$ cat src/rtl/pipe5_writeback_stage_if.sv
// Memory-stage -> writeback-stage result bundle of the 5-stage RV32I pipeline.
// master: memory stage (producer); slave: writeback stage (consumer).
interface pipe5_writeback_stage_if;
    logic        mem_valid;
    logic        mem_wen;
    logic [4:0]  mem_reg_rd;
    logic [2:0]  mem_w_src;
    logic [31:0] mem_alu_out;
    logic [31:0] mem_dload_ext;
    logic [31:0] mem_pc4;
    logic [31:0] mem_imm_U;
    logic [31:0] mem_csr_rdata;
    logic        mem_halt;

    modport master (
        output mem_valid, mem_wen, mem_reg_rd, mem_w_src, mem_alu_out,
               mem_dload_ext, mem_pc4, mem_imm_U, mem_csr_rdata, mem_halt
    );

    modport slave (
        input  mem_valid, mem_wen, mem_reg_rd, mem_w_src, mem_alu_out,
               mem_dload_ext, mem_pc4, mem_imm_U, mem_csr_rdata, mem_halt
    );
endinterface

$ cat src/rtl/pipe5_writeback_stage.sv
// Writeback stage: MEM/WB register, write-back mux, forwarding bus, halt flag, instret.
// Optional feature macro: WB_INSTRET_EN enables the 64-bit retired-instruction counter.
module pipe5_writeback_stage #(
    parameter logic [31:0] RESET_PC4 = 32'h0000_0000
) (
    input  logic                    clk,
    input  logic                    rst,
    pipe5_writeback_stage_if.slave  mem,
    input  logic                    wb_flush,
    output logic                    rf_wen,
    output logic [4:0]              rf_rd,
    output logic [31:0]             rf_wdata,
    output logic                    fwd_valid,
    output logic [4:0]              fwd_rd,
    output logic [31:0]             fwd_data,
    output logic [31:0]             wb_pc4,
    output logic                    retire,
    output logic                    halt,
    output logic [63:0]             instret
);
    localparam int unsigned XLEN    = 32;
    localparam int unsigned REG_W   = 5;
    localparam int unsigned SRC_W   = 3;
    localparam int unsigned CNT_W   = 64;

    typedef enum logic [SRC_W-1:0] {
        WSRC_ALU  = 3'd0,
        WSRC_LOAD = 3'd1,
        WSRC_PC4  = 3'd2,
        WSRC_LUI  = 3'd3,
        WSRC_CSR  = 3'd4
    } w_src_t;

    typedef struct packed {
        logic             valid;
        logic             wen;
        logic [REG_W-1:0] rd;
        logic [SRC_W-1:0] w_src;
        logic [XLEN-1:0]  alu_out;
        logic [XLEN-1:0]  dload_ext;
        logic [XLEN-1:0]  pc4;
        logic [XLEN-1:0]  imm_u;
        logic [XLEN-1:0]  csr_rdata;
        logic             halt;
    } wb_bundle_t;

    localparam wb_bundle_t BUBBLE = '{
        valid:     1'b0,
        wen:       1'b0,
        rd:        '0,
        w_src:     '0,
        alu_out:   '0,
        dload_ext: '0,
        pc4:       RESET_PC4,
        imm_u:     '0,
        csr_rdata: '0,
        halt:      1'b0
    };

    wb_bundle_t bundle_q;
    wb_bundle_t bundle_d;
    logic       halt_q;
    logic       halt_d;
    logic [XLEN-1:0] wdata_c;
    logic            src_legal_c;

    // Next MEM/WB entry: flush and an already-halted core both squash to a bubble
    always_comb begin
        bundle_d           = BUBBLE;
        bundle_d.valid     = mem.mem_valid & ~wb_flush & ~halt_q;
        bundle_d.wen       = mem.mem_wen;
        bundle_d.rd        = mem.mem_reg_rd;
        bundle_d.w_src     = mem.mem_w_src;
        bundle_d.alu_out   = mem.mem_alu_out;
        bundle_d.dload_ext = mem.mem_dload_ext;
        bundle_d.pc4       = mem.mem_pc4;
        bundle_d.imm_u     = mem.mem_imm_U;
        bundle_d.csr_rdata = mem.mem_csr_rdata;
        bundle_d.halt      = mem.mem_halt;
        halt_d             = halt_q | (bundle_d.valid & mem.mem_halt);
    end

    always_ff @(posedge clk or posedge rst) begin
        if (rst) begin
            bundle_q <= BUBBLE;
            halt_q   <= 1'b0;
        end else begin
            bundle_q <= bundle_d;
            halt_q   <= halt_d;
        end
    end

    // Write-back source select; reserved encodings produce zero and suppress the write
    always_comb begin
        wdata_c     = '0;
        src_legal_c = 1'b1;
        case (w_src_t'(bundle_q.w_src))
            WSRC_ALU:  wdata_c = bundle_q.alu_out;
            WSRC_LOAD: wdata_c = bundle_q.dload_ext;
            WSRC_PC4:  wdata_c = bundle_q.pc4;
            WSRC_LUI:  wdata_c = bundle_q.imm_u;
            WSRC_CSR:  wdata_c = bundle_q.csr_rdata;
            default: begin
                wdata_c     = '0;
                src_legal_c = 1'b0;
            end
        endcase
    end

    // The halt instruction retires but never commits a register write
    always_comb begin
        rf_wen    = bundle_q.valid & bundle_q.wen & (bundle_q.rd != '0)
                  & src_legal_c & ~bundle_q.halt;
        rf_rd     = bundle_q.rd;
        rf_wdata  = wdata_c;
        fwd_valid = rf_wen;
        fwd_rd    = rf_rd;
        fwd_data  = rf_wdata;
        wb_pc4    = bundle_q.pc4;
        retire    = bundle_q.valid;
        halt      = halt_q;
    end

`ifdef WB_INSTRET_EN
    logic [CNT_W-1:0] instret_q;

    always_ff @(posedge clk or posedge rst) begin
        if (rst) begin
            instret_q <= '0;
        end else if (bundle_q.valid) begin
            instret_q <= instret_q + CNT_W'(1);
        end
    end

    assign instret = instret_q;
`else
    assign instret = CNT_W'(0);
`endif

endmodule
$ cat src/flat_wrapper.sv
// flat-port wrapper written by rule: the top's interface ports become plain ports
module pipe5_writeback_stage_flat 
#(
    parameter logic [31:0] RESET_PC4 = 32'h0000_0000
)
  (clk, rst, wb_flush, rf_wen, rf_rd, rf_wdata, fwd_valid, fwd_rd, fwd_data, wb_pc4, retire, halt, instret, mem_mem_valid, mem_mem_wen, mem_mem_reg_rd, mem_mem_w_src, mem_mem_alu_out, mem_mem_dload_ext, mem_mem_pc4, mem_mem_imm_U, mem_mem_csr_rdata, mem_mem_halt);
  pipe5_writeback_stage_if mem_i ();
  input  logic clk;
  input  logic rst;
  input  logic wb_flush;
  output logic rf_wen;
  output logic [4:0] rf_rd;
  output logic [31:0] rf_wdata;
  output logic fwd_valid;
  output logic [4:0] fwd_rd;
  output logic [31:0] fwd_data;
  output logic [31:0] wb_pc4;
  output logic retire;
  output logic halt;
  output logic [63:0] instret;
  input wire logic [$bits(mem_i.mem_valid)-1:0] mem_mem_valid;
  input wire logic [$bits(mem_i.mem_wen)-1:0] mem_mem_wen;
  input wire logic [$bits(mem_i.mem_reg_rd)-1:0] mem_mem_reg_rd;
  input wire logic [$bits(mem_i.mem_w_src)-1:0] mem_mem_w_src;
  input wire logic [$bits(mem_i.mem_alu_out)-1:0] mem_mem_alu_out;
  input wire logic [$bits(mem_i.mem_dload_ext)-1:0] mem_mem_dload_ext;
  input wire logic [$bits(mem_i.mem_pc4)-1:0] mem_mem_pc4;
  input wire logic [$bits(mem_i.mem_imm_U)-1:0] mem_mem_imm_U;
  input wire logic [$bits(mem_i.mem_csr_rdata)-1:0] mem_mem_csr_rdata;
  input wire logic [$bits(mem_i.mem_halt)-1:0] mem_mem_halt;
  assign mem_i.mem_valid = mem_mem_valid;
  assign mem_i.mem_wen = mem_mem_wen;
  assign mem_i.mem_reg_rd = mem_mem_reg_rd;
  assign mem_i.mem_w_src = mem_mem_w_src;
  assign mem_i.mem_alu_out = mem_mem_alu_out;
  assign mem_i.mem_dload_ext = mem_mem_dload_ext;
  assign mem_i.mem_pc4 = mem_mem_pc4;
  assign mem_i.mem_imm_U = mem_mem_imm_U;
  assign mem_i.mem_csr_rdata = mem_mem_csr_rdata;
  assign mem_i.mem_halt = mem_mem_halt;
  pipe5_writeback_stage #(.RESET_PC4(RESET_PC4)) u_core (.clk(clk), .rst(rst), .mem(mem_i), .wb_flush(wb_flush), .rf_wen(rf_wen), .rf_rd(rf_rd), .rf_wdata(rf_wdata), .fwd_valid(fwd_valid), .fwd_rd(fwd_rd), .fwd_data(fwd_data), .wb_pc4(wb_pc4), .retire(retire), .halt(halt), .instret(instret));
endmodule
$ cat config.mk
export PLATFORM = sky130hd
export DESIGN_NAME = pipe5_writeback_stage_flat
export DESIGN_NICKNAME = d
export VERILOG_FILES = /design/src/rtl/pipe5_writeback_stage_if.sv /design/src/rtl/pipe5_writeback_stage.sv /design/src/flat_wrapper.sv
export SDC_FILE = /design/constraint.sdc
export NUM_CORES = 1
export LEC_CHECK = 0
export BUFFER_PORTS_ARGS = -buffer_cell sky130_fd_sc_hd__buf_2
export CAP_MARGIN = 20
export CORE_AREA = 2 2 134 136
export CTS_CLUSTER_SIZE = 25
export DETAILED_ROUTE_END_ITERATION = 16
export DIE_AREA = 0 0 136 138
export PLACE_DENSITY = 0.78
export SETUP_SLACK_MARGIN = 0.15
export SKIP_CTS_REPAIR_TIMING = 1
export SLEW_MARGIN = 0
export SYNTH_ARGS = -nofsm -noshare
export SYNTH_HDL_FRONTEND = slang
export SYNTH_SLANG_ARGS = --single-unit
$ cat constraint.sdc
create_clock -name clk -period 5.7 [get_ports clk]
set_clock_uncertainty 0.05 [all_clocks]
set_input_delay 0.285 -clock clk [delete_from_list [all_inputs] [get_ports clk]]
set_output_delay 0.285 -clock clk [all_outputs]
set_load 0.01 [all_outputs]
* After elaboration in Yosys (flattened, before gate mapping) *
Index checks and enable logic that the tools add are counted.

cells by class
  equality and inequality tests = 4
  multiplexer cells = 2
  bitwise gates (word level) = 11
  reductions and logical operators = 3

operators by type and width
  kind                count
  $pmux 32 s5         1
  $and 1x1->1         7
  $eq 3x2->1 const B  2
  $reduce_bool 5->1   1
  $reduce_or 5->1     1
  $eq 3x1->1 const B  1
  $eq 3x3->1 const B  1
  $logic_not 3->1     1
  $not 1->1           3
  $mux 1              1
  $or 1x1->1          1

word-level totals
  register bits = 172
  output and inout port bits = 174
  word-level logic and storage cells = 31

* Longest topological paths before layout *
Gate-level depths: netlist (run 1).

  depth after elaboration = 5
  mapped depth = 7
  gate-level depth less buffers = 3

* Worst setup path after synthesis (run 1) *
OpenSTA, ideal clock, no wires.

  path type = reg-to-output
  start = register u_core.bundle_q[161] (netlist bit)
  end = output rf_wdata[0]
  data arrival time = 1362 ps
  required time = 5365 ps
  slack = 4003 ps
  cell stages (with the launch flop) = 7
  buffers on the path = 3
  cells stage by stage = dfrtp_1 > buf_6 > buf_6 > mux2_4 > a32oi_1 > o21ai_1 > buf_4

on the way
  word-level cells in the longest chain between the ends = 2

ends and longest elaborated chain
  element                             RTL line                     RTL
  from (decl)                         pipe5_writeback_stage.sv:60  wb_bundle_t bundle_q;
  from (signal assigned)              pipe5_writeback_stage.sv:88  bundle_q <= bundle_d;
  $eq 3x3->1 (tied with other cells)  pipe5_writeback_stage.sv:97  case (w_src_t'(bundle_q.w_src))
  $pmux 32 s5 *                       pipe5_writeback_stage.sv:97
  to (decl)                           flat_wrapper.sv:13           output logic [31:0] rf_wdata;

Mark *: on every way between the ends. The rest lies on a longest branch, timed or not.

* Worst setup path after layout (run 1) *
  start = register u_core.bundle_q[161] (netlist bit)
  end = output rf_wdata[30]

Same word-level chain as after synthesis.

==> flow_metrics.py, run 1 <==
metrics = {
    "clock_network": {
        "h-tree-depth": 4,
        "clk_pin_slew_ns": 0.07,
        "clock-sinks": 172,
        "clock_latency_ns": 0.42,
        "numCtsBuffers": 17,
        "clock_path_buffers": 2,
        "cts_root_buf": "clkbuf_16",
        "cts_tree": "built",
    },
    "hold_path": {
        "min_path_type": "input port to register",
    },
    "global_routing": {
        "grt_pass1_vias": 4398,
        "overflow": 0,
        "grtUsageTotal": 0.177,
        "grt_max_degree": 72,
        "grt_pass1_wl_mm": 24.4,
        "antenna_found_initial": 2,
    },
    "place": {
        "place_ws_ns": 2.84,
        "dpl.hpwl_mm": 11.5,
        "dpl_cell_area_sq_um": 7550,
        "port-buffer-count": 283,
        "globalplace.congestion": 0.786,
    },
    "synth": {
        "ys_seq_elements": 172,
        "ys_seq_area_frac": 0.635,
        "synth_top_area_cell": "dfrtp_1",
        "yosysWarnings": 0,
        "syn_avg_cell_area_sq_um": 14.2,
        "synth_top_area_frac": 0.635,
        "ys_top_cells_by_area": "dfrtp_1 63%, buf_4 16%, mux2_4 6.2%",
        "synth_cells": 479,
        "synthesis.area_sq_um": 6780,
        "synth.distinct_cells": 25,
    },
    "setup_path": {
        "r2r_start": "u_core.halt",
        "r2r_cells": 2,
        "cp.arrival_ns": 2.90,
        "reg2reg_to": "u_core.halt",
        "crit_type": "register to primary output",
        "worst-path-max-fanout": 32,
        "crit_start": "u_core.bundle_q[161]",
        "worstSetupStartpointType": "register",
        "endpoint_kind": "primary output",
        "cp.required_ns": 5.37,
        "reg2reg_slack_ns": 4.76,
        "critPathCapture": "rf_wdata[30]",
    },
    "job": {
        "maxCapViolCount": 0,
    },
    "die": {
        "initial_utilization": 0.387,
        "pin_count": 348,
        "core_area_sq_um": 17500,
        "die_h_microns": 138,
        "die_w_microns": 136,
        "core.rowCount": 49,
        "die-area_sq_um": 18800,
    },
    "timing": {
        "setup_ws_ns": 2.47,
        "fin_setup_tns_ns": 0,
        "max_slew_margin": 0.312,
        "max_freq_mhz": 310,
        "hold_violations": 0,
        "drv_slew": 0,
        "worst_slew_pin_slew_ns": 1.03,
        "setup_viol": 0,
        "fin_crit_ns": 3.23,
        "fin_crit_sh": 0.567,
        "rsz0062_at_grt": "no",
    },
    "pwr": {
        "total_power_w": 0.00291,
        "power.density_nw_per_um2": 294,
        "peakVddDrop_mv": 0.192,
        "p_leak_nw": 4.84,
    },
    "route": {
        "drtPass1Iterations": 4,
        "totalWireLength_mm": 20.8,
        "viasPerCell": 4.63,
        "postRouteAntennaNets": 0,
        "num_vias": 5106,
        "drc": 0,
        "wl_per_cell_microns": 18.9,
        "drt-initial-drc-count": 290,
    },
    "layout": {
        "post_route_cells_drive_above_1_share": 0.411,
        "fin_util": 0.564,
        "final_cell_area_sq_um": 9890,
        "syn2layout_area_growth_pct": 45.8,
        "finish.net_count": 1032,
    },
    "status": {
        "outcome": "completed",
    },
}
## kinds of logic (layout without fill, tap and decap cells)
family / after synthesis / count (layout) / synth area share
muxes: 32 / 32 / 0.0686
AOI/OAI and AO/OA: 99 / 99 / 0.103
other: 1 / 66 / 0.000553
DFF: 172 / 172 / 0.635
buffers and inverters: 166 / 495 / 0.184
and+or+nand+nor: 9 / 9 / 0.00996
## cell usage after synthesis
cell type  instances
a21o_1             1
a21oi_1            2
a22oi_1           31
a32oi_1           32
and2b_1            1
and3b_1            1
buf_2              5
buf_4            142
buf_6             11
clkbuf_1           6
conb_1             1
dfrtp_1          172
inv_1              2
mux2_1             1
mux2_2             3
mux2_4            28
nand4b_1           1
nor2_1             1
nor2_2             1
nor2b_1            1
nor2b_4            1
nor3_1             1
nor3b_1            1
o21ai_0            1
o21ai_1           32
## placed cells by master, fill, tap and decap left out, drive strengths merged
cell,n
and3b,1
a21o,1
nor2,2
o21ai,33
nor3b,1
clkinvlp,2
nor2b,2
and2b,1
buf,289
nand4b,1
clkinv,3
clkbuf,18
dlygate4sd3,172
bufinv,1
dfrtp,172
nor3,1
a21oi,2
a22oi,31
mux2,32
conb,64
a32oi,32
inv,10
diode,2
## sequential cells by signal, indices dropped and copies added (netlist names)
register	count
u_core.bundle_q	133
u_core.fwd_rd	5
u_core.halt	1
u_core.retire	1
u_core.wb_pc4	32
## power by group
group          switching [W]  total (W)  internal [W]
Sequential         0.0000325    0.00132       0.00128
Clock               0.000540    0.00118      0.000641
Combinational       0.000206   0.000414      0.000208
## how the worst min path moves through the flow
stage / start / endpoint / slack (ns) / cells past startpoint
final: mem_mem_valid / u_core.retire / 0.11 / 2
after global routing: mem_mem_valid / u_core.retire / 0.08 / 2
after floorplan: mem_mem_halt / u_core.bundle_q[0] / 0.27 / 0
after CTS: rst / u_core.bundle_q[5] / -0.22 / 2
after detailed placement: rst / u_core.bundle_q[5] / 0.24 / 2
after global placement: rst / u_core.bundle_q[5] / 0.24 / 2
## critical path: stages, from the launching register on
cell and delay, ns:
dfrtp_2 0.72, nor2b_4 0.92, a22oi_1 0.36, o21ai_1 0.28, buf_2 0.18
## per-stage QoR
step,hold slack (ns),std cells
after floorplan,0.266,542
after global placement,0.243,896
after detailed placement,0.241,896
after CTS,-0.219,928
after global routing,0.0847,1102
final,0.105,1102
## per-layer routing
metal  share of wire  vias up  wire, microns  global-route usage
li1                -     2225              -                   -
met1            0.36     2527           7470               0.203
met2            0.54      306          11300               0.321
met3           0.066       48           1380              0.0436
met4           0.030        0            621              0.0570
met5               0        -              0                   0
## cell type report
cell class                      count  area (sq um)
Fill cell                        1321          7650
Timing Repair Buffer              461          3180
Sequential cell                   172          4310
Clock buffer                       18           439
Antenna cell                        2          5.00
Tap cell                          229           287
Inverter                            2          12.5
Multi-Input combinational cell    204          1480
Clock inverter                     14           171
No activity file was read; power rests on OpenSTA's default activity.
==> run 2: changes to the inputs <==
==> constraint.sdc (replaced) <==
create_clock -name clk -period 3 [get_ports clk]
set_clock_uncertainty 0.05 [all_clocks]
set_input_delay 0.15 -clock clk [delete_from_list [all_inputs] [get_ports clk]]
set_output_delay 0.15 -clock clk [all_outputs]
set_load 0.01 [all_outputs]
==> flow_metrics.py, run 2 (synthesis results as in run 1) <==
metrics = {
    "status": {
        "outcome": "complete, but fails checks",
        "violations": "negative hold slack",
    },
    "setup_path": {
        "crit_path_max_incr_delay_ns": 0.41,
        "crit_chain": "buf_4, buf_4, mux2_4, a32oi_1, o21ai_1, buf_2",
        "reg2reg_slack_ns": 1.64,
        "endpoint_kind": "primary output",
        "worst-path-max-fanout": 20,
        "path_common_cell": "buf_4",
        "cp_top_family": "buffers and inverters",
        "crit_type": "register to primary output",
        "cp_num_cells": 6,
        "cp.required_ns": 2.80,
        "worst-path-buf-inv": 3,
        "cp.arrival_ns": 2.51,
        "worstSetupStartpointType": "register",
        "r2r_cells": 2,
        "crit_slowest_cell": "buf_4",
    },
    "place": {
        "port-buffer-count": 283,
        "globalplace.congestion": 0.776,
        "dpl.hpwl_mm": 12.0,
    },
    "pwr": {
        "p_clk_frac": 0.404,
        "swShare": 0.265,
        "p_switching_w": 0.00147,
        "intPower_w": 0.00406,
        "power.density_nw_per_um2": 556,
        "peakVddDrop_mv": 0.367,
        "pwr-share-seq": 0.452,
        "p_leak_nw": 4.88,
        "combPwrFrac": 0.144,
    },
    "hold_path": {
        "min_path_type": "input port to asynchronous set/reset pin",
    },
    "timing": {
        "fin_crit_sh": 0.902,
        "fin_hold_ws_ns": -0.224,
        "hold_violations": 72,
        "worst_slew_pin_slew_ns": 1.11,
        "max_slew_margin": 0.263,
        "max_freq_mhz": 370,
        "fin_crit_ns": 2.71,
        "setup_viol": 0,
        "fin_setup_tns_ns": 0,
        "drv_slew": 0,
        "rsz0062_at_grt": "no",
    },
    "die": {
        "pin_count": 348,
        "die-area_sq_um": 18800,
        "core_area_sq_um": 17500,
        "die_w_microns": 136,
        "die_h_microns": 138,
        "initial_utilization": 0.387,
        "core.rowCount": 49,
    },
    "route": {
        "postRouteAntennaNets": 0,
        "totalWireLength_mm": 20.7,
        "wl_per_cell_microns": 18.7,
        "drt-initial-drc-count": 238,
        "num_vias": 5144,
        "drtPass1Iterations": 5,
        "viasPerCell": 4.66,
        "drc": 0,
    },
    "clock_network": {
        "cts_tree": "built",
        "clk_pin_slew_ns": 0.07,
        "h-tree-depth": 4,
        "cts_root_buf": "clkbuf_16",
        "clock-sinks": 172,
        "clock_path_buffers": 2,
        "clock_latency_ns": 0.41,
        "numCtsBuffers": 17,
    },
    "layout": {
        "largest_register": "u_core.bundle_q",
        "post_route_cells_drive_above_1_share": 0.412,
        "regArea_sq_um": 4310,
        "diodes": 0,
        "final_cell_mix": "283 x buf_2, 172 x dlygate4sd3_1, 171 x dfrtp_1",
        "finish.net_count": 1035,
        "syn2layout_area_growth_pct": 46.8,
        "multi_input_area_sq_um": 1480,
        "layout_commonest_cell": "buf_2",
        "nFillCells": 1352,
        "largest_reg_flops": 133,
    },
    "job": {
        "maxCapViolCount": 0,
    },
    "global_routing": {
        "grt_pass1_wl_mm": 24.6,
        "overflow": 0,
        "grt_max_degree": 173,
        "grt_pass1_vias": 4392,
        "antenna_found_initial": 0,
        "grtUsageTotal": 0.180,
    },
}
[run 2: layout make-up]
type / instances / share of cell area
Tap cell: 229 / 0.0288
Clock inverter: 14 / 0.0177
Multi-Input combinational cell: 204 / 0.149
Clock buffer: 18 / 0.0441
Inverter: 2 / 0.00113
Sequential cell: 172 / 0.432
Timing Repair Buffer: 464 / 0.327
[run 2: metrics by stage]
stage               area, sq um  cells  setup slack, ns  total power (W)   util
global placement           7620    899            0.765          0.00313  0.434
finish                     9960   1103            0.294          0.00553  0.568
global route               9960   1103            0.190          0.00577  0.568
detailed placement         7620    899            0.731          0.00314  0.434
CTS                        8230    931            0.262          0.00539  0.470
floorplan                  7020    542            0.603          0.00299      -
[run 2: path summary, 6_finish.rpt]
| check | start | endpoint |
|---|---|---|
| worst max-delay path | u_core.bundle_q[161] | rf_wdata[3] |
| worst min-delay path | rst | u_core.fwd_rd[4] |
| worst max register to register | u_core.halt | u_core.retire |
| worst min register to register | u_core.halt | u_core.halt |
| max in group asynchronous | rst | u_core.bundle_q[163] |
| min in group clk | mem_mem_valid | u_core.halt |
[run 2: tightest hold or removal path, delay by kind of cell]
family                 cells  cell delay, ns
buffers and inverters      3            0.64
[run 2: power groups by stage]
stage | Clock (W) | Sequential (W) | Combinational, W
final | 0.00224 | 0.00250 | 0.000797
after global routing | 0.00241 | 0.00251 | 0.000861
after CTS | 0.00228 | 0.00249 | 0.000608
after detailed placement | 0 | 0.00254 | 0.000605
after global placement | 0 | 0.00253 | 0.000598
after floorplan | 0 | 0.00252 | 0.000475
[run 2: layer usage]
layer | up-vias | global-route usage | part of all wire
met5 | - | 0 | 0
met4 | 0 | 0.0811 | 0.030
met3 | 50 | 0.0532 | 0.077
met2 | 331 | 0.324 | 0.54
met1 | 2535 | 0.194 | 0.35
li1 | 2228 | - | -
